==> src/rtl/prog_loader.sv <==
// Program-memory loader: parses SYNC/LEN/words/checksum frames from a byte stream,
// writes each word to instruction memory and holds the core until a frame checks good.
module prog_loader #(
    parameter logic [7:0]  SYNC_BYTE = 8'hA5,
    parameter logic [7:0]  BASE_ADDR = 8'h00,
    parameter int unsigned TIMEOUT   = 1000
) (
    input  logic        clk,
    input  logic        rst,
    input  logic        in_valid,
    input  logic [7:0]  in_data,
    output logic        in_ready,
    output logic        mem_we,
    output logic [7:0]  mem_addr,
    output logic [15:0] mem_wdata,
    output logic        core_hold,
    output logic        done,
    output logic        err
);

    typedef enum logic [2:0] {
        StIdle,
        StLen,
        StHi,
        StLo,
        StWrite,
        StCsum,
        StDone,
        StErr
    } state_e;

    state_e     state_q, state_d;
    logic [7:0] cnt_q, cnt_d;
    logic [7:0] idx_q, idx_d;
    logic [7:0] csum_q, csum_d;
    logic [7:0] hi_q, hi_d;
    logic [7:0] lo_q, lo_d;
    logic [9:0] tmo_q, tmo_d;
    logic       hold_q, hold_d;
    logic       err_q, err_d;
    logic       accept;
    logic       tmo_active;
    logic       tmo_hit;

    assign in_ready   = (state_q != StWrite);
    assign accept     = in_valid & in_ready;
    assign tmo_active = (state_q == StLen) || (state_q == StHi) ||
                        (state_q == StLo)  || (state_q == StCsum);
    assign tmo_hit    = tmo_active && !accept && (tmo_q == 10'(TIMEOUT - 1));

    assign core_hold = hold_q;
    assign err       = err_q;

    always_comb begin
        state_d   = state_q;
        cnt_d     = cnt_q;
        idx_d     = idx_q;
        csum_d    = csum_q;
        hi_d      = hi_q;
        lo_d      = lo_q;
        hold_d    = hold_q;
        err_d     = err_q;
        mem_we    = 1'b0;
        mem_addr  = 8'h00;
        mem_wdata = 16'h0000;
        done      = 1'b0;

        // Idle-gap counter only runs while waiting for a byte mid-frame.
        if (accept || !tmo_active) begin
            tmo_d = 10'd0;
        end else begin
            tmo_d = tmo_q + 10'd1;
        end

        unique case (state_q)
            StIdle: begin
                if (accept && (in_data == SYNC_BYTE)) begin
                    state_d = StLen;
                    err_d   = 1'b0;
                    hold_d  = 1'b1;
                end
            end
            StLen: begin
                if (accept) begin
                    cnt_d   = in_data;
                    csum_d  = in_data;
                    idx_d   = 8'h00;
                    state_d = (in_data == 8'h00) ? StCsum : StHi;
                end
            end
            StHi: begin
                if (accept) begin
                    hi_d    = in_data;
                    csum_d  = csum_q ^ in_data;
                    state_d = StLo;
                end
            end
            StLo: begin
                if (accept) begin
                    lo_d    = in_data;
                    csum_d  = csum_q ^ in_data;
                    state_d = StWrite;
                end
            end
            StWrite: begin
                mem_we    = 1'b1;
                mem_addr  = BASE_ADDR + idx_q;
                mem_wdata = {hi_q, lo_q};
                idx_d     = idx_q + 8'd1;
                state_d   = (({1'b0, idx_q} + 9'd1) < {1'b0, cnt_q}) ? StHi : StCsum;
            end
            StCsum: begin
                if (accept) begin
                    state_d = (in_data == csum_q) ? StDone : StErr;
                end
            end
            StDone: begin
                done    = 1'b1;
                hold_d  = 1'b0;
                state_d = StIdle;
            end
            StErr: begin
                err_d   = 1'b1;
                state_d = StIdle;
            end
            default: state_d = StIdle;
        endcase

        if (tmo_hit) begin
            state_d = StErr;
        end
    end

    always_ff @(posedge clk) begin
        if (rst) begin
            state_q <= StIdle;
            cnt_q   <= 8'h00;
            idx_q   <= 8'h00;
            csum_q  <= 8'h00;
            hi_q    <= 8'h00;
            lo_q    <= 8'h00;
            tmo_q   <= 10'd0;
            hold_q  <= 1'b0;
            err_q   <= 1'b0;
        end else begin
            state_q <= state_d;
            cnt_q   <= cnt_d;
            idx_q   <= idx_d;
            csum_q  <= csum_d;
            hi_q    <= hi_d;
            lo_q    <= lo_d;
            tmo_q   <= tmo_d;
            hold_q  <= hold_d;
            err_q   <= err_d;
        end
    end

endmodule
==> config.mk <==
export PLATFORM = sky130hd
export DESIGN_NAME = prog_loader
export DESIGN_NICKNAME = d
export VERILOG_FILES = /design/src/rtl/prog_loader.sv
export SDC_FILE = /design/constraint.sdc
export NUM_CORES = 1
export LEC_CHECK = 0
export ABC_AREA = 1
export BUFFER_PORTS_ARGS = -buffer_cell sky130_fd_sc_hd__buf_2
export CAP_MARGIN = 20
export CORE_MARGIN = 3
export CORE_UTILIZATION = 58
export DETAILED_ROUTE_END_ITERATION = 8
export GPL_TIMING_DRIVEN = 0
export PLACE_DENSITY = 0.84
export SLEW_MARGIN = 20
export SYNTH_ARGS = -nofsm -noshare
export SYNTH_HDL_FRONTEND = slang
export SYNTH_SLANG_ARGS = --single-unit
==> constraint.sdc <==
create_clock -name clk -period 2.6 [get_ports clk]
set_input_delay 0.26 -clock clk [delete_from_list [all_inputs] [get_ports clk]]
set_output_delay 0.26 -clock clk [all_outputs]
set_load 0.01 [all_outputs]
After elaboration in Yosys (flattened, before gate mapping):

Cells that the tools add are included.

* output and inout port bits: 29
* register bits: 55
* logic and storage cells: 83

* reductions and logical operators: 26
* bitwise logic cells: 2
* add/subtract/negate cells: 3
* equality and inequality tests: 19
* mux-type cells: 23
* order comparisons: 1

Operator list (count)
* two-way mux 8 bit: 4
* one-hot mux 8 bit (2 select lines): 2
* two-way mux 3 bit: 8
* one-hot mux 3 bit (7 select lines): 1
* inequality test 3 bit (second input constant): 6
* two-way mux 16 bit: 1
* equality test 3 bit (second input constant): 4
* AND reduction 2 bit: 6
* adder 10 x 1 -> 10 bit (second input constant): 1
* equality test 10 bit (second input constant): 1
* adder 8 x 1 -> 9 bit (second input constant): 1
* less-than comparator 9 x 8 -> 1 bit: 1
* adder 8 x 1 -> 8 bit (second input constant): 1
* equality test 8 bit: 1
* equality test 8 bit (second input constant): 1
* logical NOT 8 bit: 1
* nonzero test 2 bit: 4
* bitwise XOR 8 bit: 1
* equality test 3 x 2 -> 1 bit (second input constant): 2
* OR reduction 2 bit: 3
* two-way mux 1 bit: 5
* AND reduction 5 bit: 1
* logical OR 1 bit: 4
* inequality test 2 bit (second input constant): 2
* 8 further kinds: 12

Logic depth before layout (Yosys ltp):

* depth in word-level cells: 8
* gate-level depth with buffers: 16

Worst setup path after synthesis:

No wires, ideal clock.

* kind: reg-to-reg
* start point: register idx_q[2]
* end point: register state_q[0]
* stages on the path, launching flop included: 14
* library setup time: 0.116 ns
* required time: 2.484 ns
* path slack: 0.569 ns
* data arrival time: 1.915 ns
* period minus slack after synthesis: 2.031 ns
* cells stage by stage: dfxtp_1 -> nand3_1 -> nor2_1 -> nand4_1 -> or2_2 -> and2_1 -> ha_1 -> nand2_1 -> nand2_1 -> nor2_1 -> nand2_1 -> nand2_1 -> nand3_1 -> nor2b_4

* longest elaborated chain between the ends: 5

RTL lines
* from (decl): line 34 `logic [7:0] idx_q, idx_d;`
* from (signal assigned): line 148 `idx_q <= idx_d;`
* adder 8 x 1 -> 9 bit: line 110 `state_d = (({1'b0, idx_q} + 9'd1) < {1'b0, cnt_q}) ? StHi : StCsum;`
* less-than comparator 9 x 8 -> 1 bit: line 110
* two-way mux 3 bit: line 110
* one-hot mux 3 bit (7 select lines): line 75 `unique case (state_q)`
* two-way mux 3 bit: line 129 `if (tmo_hit) begin`
* to (signal assigned): line 136 `state_q <= StIdle;`
* to (signal assigned): line 146 `state_q <= state_d;`
* to (decl): line 32 `state_e state_q, state_d;`

Every way passes these cells.
A chain may end at the register's enable or synchronous reset.

Worst setup path in the final report:

Ends and elaborated chain as after synthesis.

==> impl_results.md <==
- Iter 0 DRT Violations: 195
- Post-Syn Nets: 430
- Row count: 25
- Setup violations, final: 0
- Outcome: finished clean
- Gr usage total: 23.86%
- Worst Setup End Kind: flip-flop
- CP max-delay cell: dfxtp_1
- Die Span X: 78.46 um
- Mux share of post-synthesis cell area: 0%
- Critical-path maximum fanout: 5
- Overall power: 0.001923 W
- Cells taking the most area after synthesis: dfxtp_1 (36%), nand2_1 (8.0%), inv_1 (7.3%), a21oi_1 (6.9%), o21ai_0 (5.4%)
- Synth area leader: dfxtp_1
- DR vias/cell: 5.177
- Post-synth ARST share: 0%
- Final WL: 6.647 mm
- Setup TNS: 0 ps
- CP max stage delay: 420 ps
- Port bufs: 39
- HP Class: input pin to flip-flop
- Max rail drop VDD: 0.3670 mV
- Routed WL per cell: 12.69 um
- Dpl hpwl: 5.065 mm
- Worst Tran Pin Value: 772.2 ps
- Filler instances: 429
- CP startpoint kind: flip-flop
- Clk_lat worst skew: 310 ps
- Ys flop type: dfxtp_1
- Synth Area in Compound Gates: 14.38%
- Worst path depth: 13
- Internal reg-to-reg setup slack: 360 ps
- PostCTS Resize Cnt: 0
- DR pass1 iterations: 5
- Global route total overflow: 0
- Die Height: 78.46 um
- Worst rel slew slack: 48.52%
- Fin Clk Skew: 8.549 ps
- Number of diodes: 0
- Max-cap check violation count: 0
- Finished Core Util: 69.63%
- Critical Path Most Common Cell: nand2_1
- Clk sinks: 55
- Post CTS Setup Buffer Count: 0
- Critical path cell sequence: nand3_1 -> nor2_1 -> nand4_1 -> or2_2 -> and2_1 -> ha_1 -> nand2_1 -> nand2_1 -> nor2_1 -> nand2_1 -> nand2_1 -> nand3_1 -> nor2b_4
- # IOs: 40
- Reg2reg end: state_q[0]
- Initial Utilization: 62.01%
- Num CTS Buffers: 5
- Area after DPL: 3324 um2
- Yosys top cell area share: 36.15%
- # DRC: 0
- CTS tree: done
- CP required: 2820 ps
- Pin count of the biggest net entering global routing: 17
- Mean Syn Cell Area: 7.428 um2
- Clk root buf: clkbuf_8
- Vias in the first global route: 2,690
- Non-Filler Instances: 524
- Final slew viol count: 0
- Largest family of logic cells by synthesized area: simple AND/OR/NAND/NOR gates
- Ys Warns: 0
- Area of the die: 6156 um2
- #FFs+latches synth: 55
- Fraction of layout cells with a size suffix above 1: 19.91%
- ANT nets after route: 0
- Post-Place Cells: 516
- Post-layout minimum cycle time: 2242 ps
- Clk slew on worst S/H paths: 90 ps
- Synth Area in Adders: 3.698%
- Number of cells produced by synthesis: 410
- Xor/xnor share of the synthesized area: 4.026%
- Delay-heaviest family, CP: simple AND/OR/NAND/NOR gates
- Core area: 4911 um2
- Longest Clk Path Bufs: 2
- Register area share after synthesis: 36.15%
- Wire length of the first global-routing pass: 11.80 mm
- Layout net count: 476
- Synth unique cells: 38
- Fin area: 3420 um2
- Crit path capture: state_q[0]
- Synthesized cell area: 3045 um2
- RSZ-0062 raised after global routing: false
- Total power per unit cell area: 562.2 nW/um2
- Leak: 1.433 nW
- Crit share post-route: 86.22%
- Antenna violations before repair: 0
- Crit Path Class: flip-flop to flip-flop
- Hold Buf Count CTS: 0
- Crit path launch: idx_q[2]
- Max frequency: 446.1 MHz
- Critical Path AT: 2460 ps
- H-tree depth: 2
- Area delta synth->final: 12.28%
- Post-synth EDFFs: 0
- Synth Area in Simple Gates: 30.44%
- Final GP Congestion: 0.8694
- Hold Fails Final Rpt: 0
- Cells on worst reg2reg path: 13
- RR Startpoint: idx_q[2]
- Via Count: 2,713
- Sum of buffers and inverters on the critical path: 0
## flip-flops by register name, summed over array words and instances, names as in the netlist, 3 cells and up
signal   cells
cnt_q        8
csum_q       8
hi_q         8
idx_q        8
lo_q         8
state_q      3
tmo_q       10
## synthesized netlist by cell type, types with 4 or more instances
cell type,n
inv_1,59
nand3_1,9
xor2_1,10
xnor2_1,4
nor3b_2,8
a21oi_1,42
inv_2,7
nor2_1,41
nand2_1,65
o21ai_0,33
dfxtp_1,55
ha_1,9
nor3_1,15
clkbuf_1,6
nand4_1,7
## layer usage
layer,part of all wire [%],vias to the layer above,GRT usage (%)
li1,-,1411,-
met5,0,-,0
met1,45,1217,28.58
met2,47,70,41.95
met4,2.1,0,10.49
met3,5.5,15,3.784
## worst min-delay path by stage
stage                         from  endpoint  slack, ps  depth (start not counted)
after floorplan                rst   lo_q[5]        340                          1
after global routing           rst   lo_q[5]        190                          2
after CTS                      rst   lo_q[5]        190                          2
after global placement    tmo_q[0]  tmo_q[0]        430                          1
final                          rst   lo_q[5]        190                          2
after detailed placement  tmo_q[0]  tmo_q[0]        440                          1
## logic make-up (layout without fill, tap and decap cells)
kind of cell	after synthesis	count (layout)
and+or+nand+nor	169	169
AOI/OAI and AO/OA	83	83
buffers and inverters	80	127
DFF	55	55
xor gates and xnor gates	14	14
adders and majority gates	9	9
## power breakdown
| part | leakage (nW) | total [W] | switching [W] | internal, W |
|---|---|---|---|---|
| clock | 0.0484 | 0.000493 | 0.000274 | 0.000219 |
| sequential | 0.443 | 0.000917 | 0.0000254 | 0.000892 |
| combinational | 0.941 | 0.000513 | 0.000319 | 0.000194 |
| total | 1.43 | 0.00192 | 0.000618 | 0.00130 |
## worst reg2reg max path, cell delays in order (launching register included)
cell and delay [ps]:
dfxtp_1 420, nand3_1 140, nor2_1 150, nand4_1 120, or2_2 300, and2_1 150
ha_1 280, nand2_1 70, nand2_1 40, nor2_1 130, nand2_1 60, nand2_1 80
nand3_1 80, nor2b_4 120
## layout by cell type, fill, tap and decap left out, types with 4 or more instances in the layout
cell and n:
o21ai_0 33, a21oi_1 42, clkbuf_1 7, nor3_1 15, xor2_1 10, buf_2 40, clkbuf_8 7, dfxtp_1 55
nor2_1 41, inv_2 7, nor3b_2 8, xnor2_1 4, nand3_1 9, nand4_1 7, inv_1 59, ha_1 9
nand2_1 65
## final cells by class
cell class,instances,area (um2),area share [%]
Tap cell,67,83.83,2.452
Sequential cell,55,1101,32.20
Inverter,67,254.0,7.428
Multi-Input combinational cell,275,1600,46.80
Buffer,13,90.09,2.634
Clock inverter,1,8.758,0.2561
Timing Repair Buffer,39,195.2,5.708
Clock buffer,7,86.33,2.525
## through the flow
| stage | setup WS, ps | hold slack, ps |
|---|---|---|
| 2_1_floorplan | 568.6 | 338.5 |
| 5_1_grt | 165.1 | 185.9 |
| 3_5_place_dp | 380.3 | 440.0 |
| 3_3_place_gp | 385.1 | 430.2 |
| 6_report | 358.3 | 194.1 |
| 4_1_cts | 369.0 | 190.7 |
No activity file was read; power rests on OpenSTA's default activity.
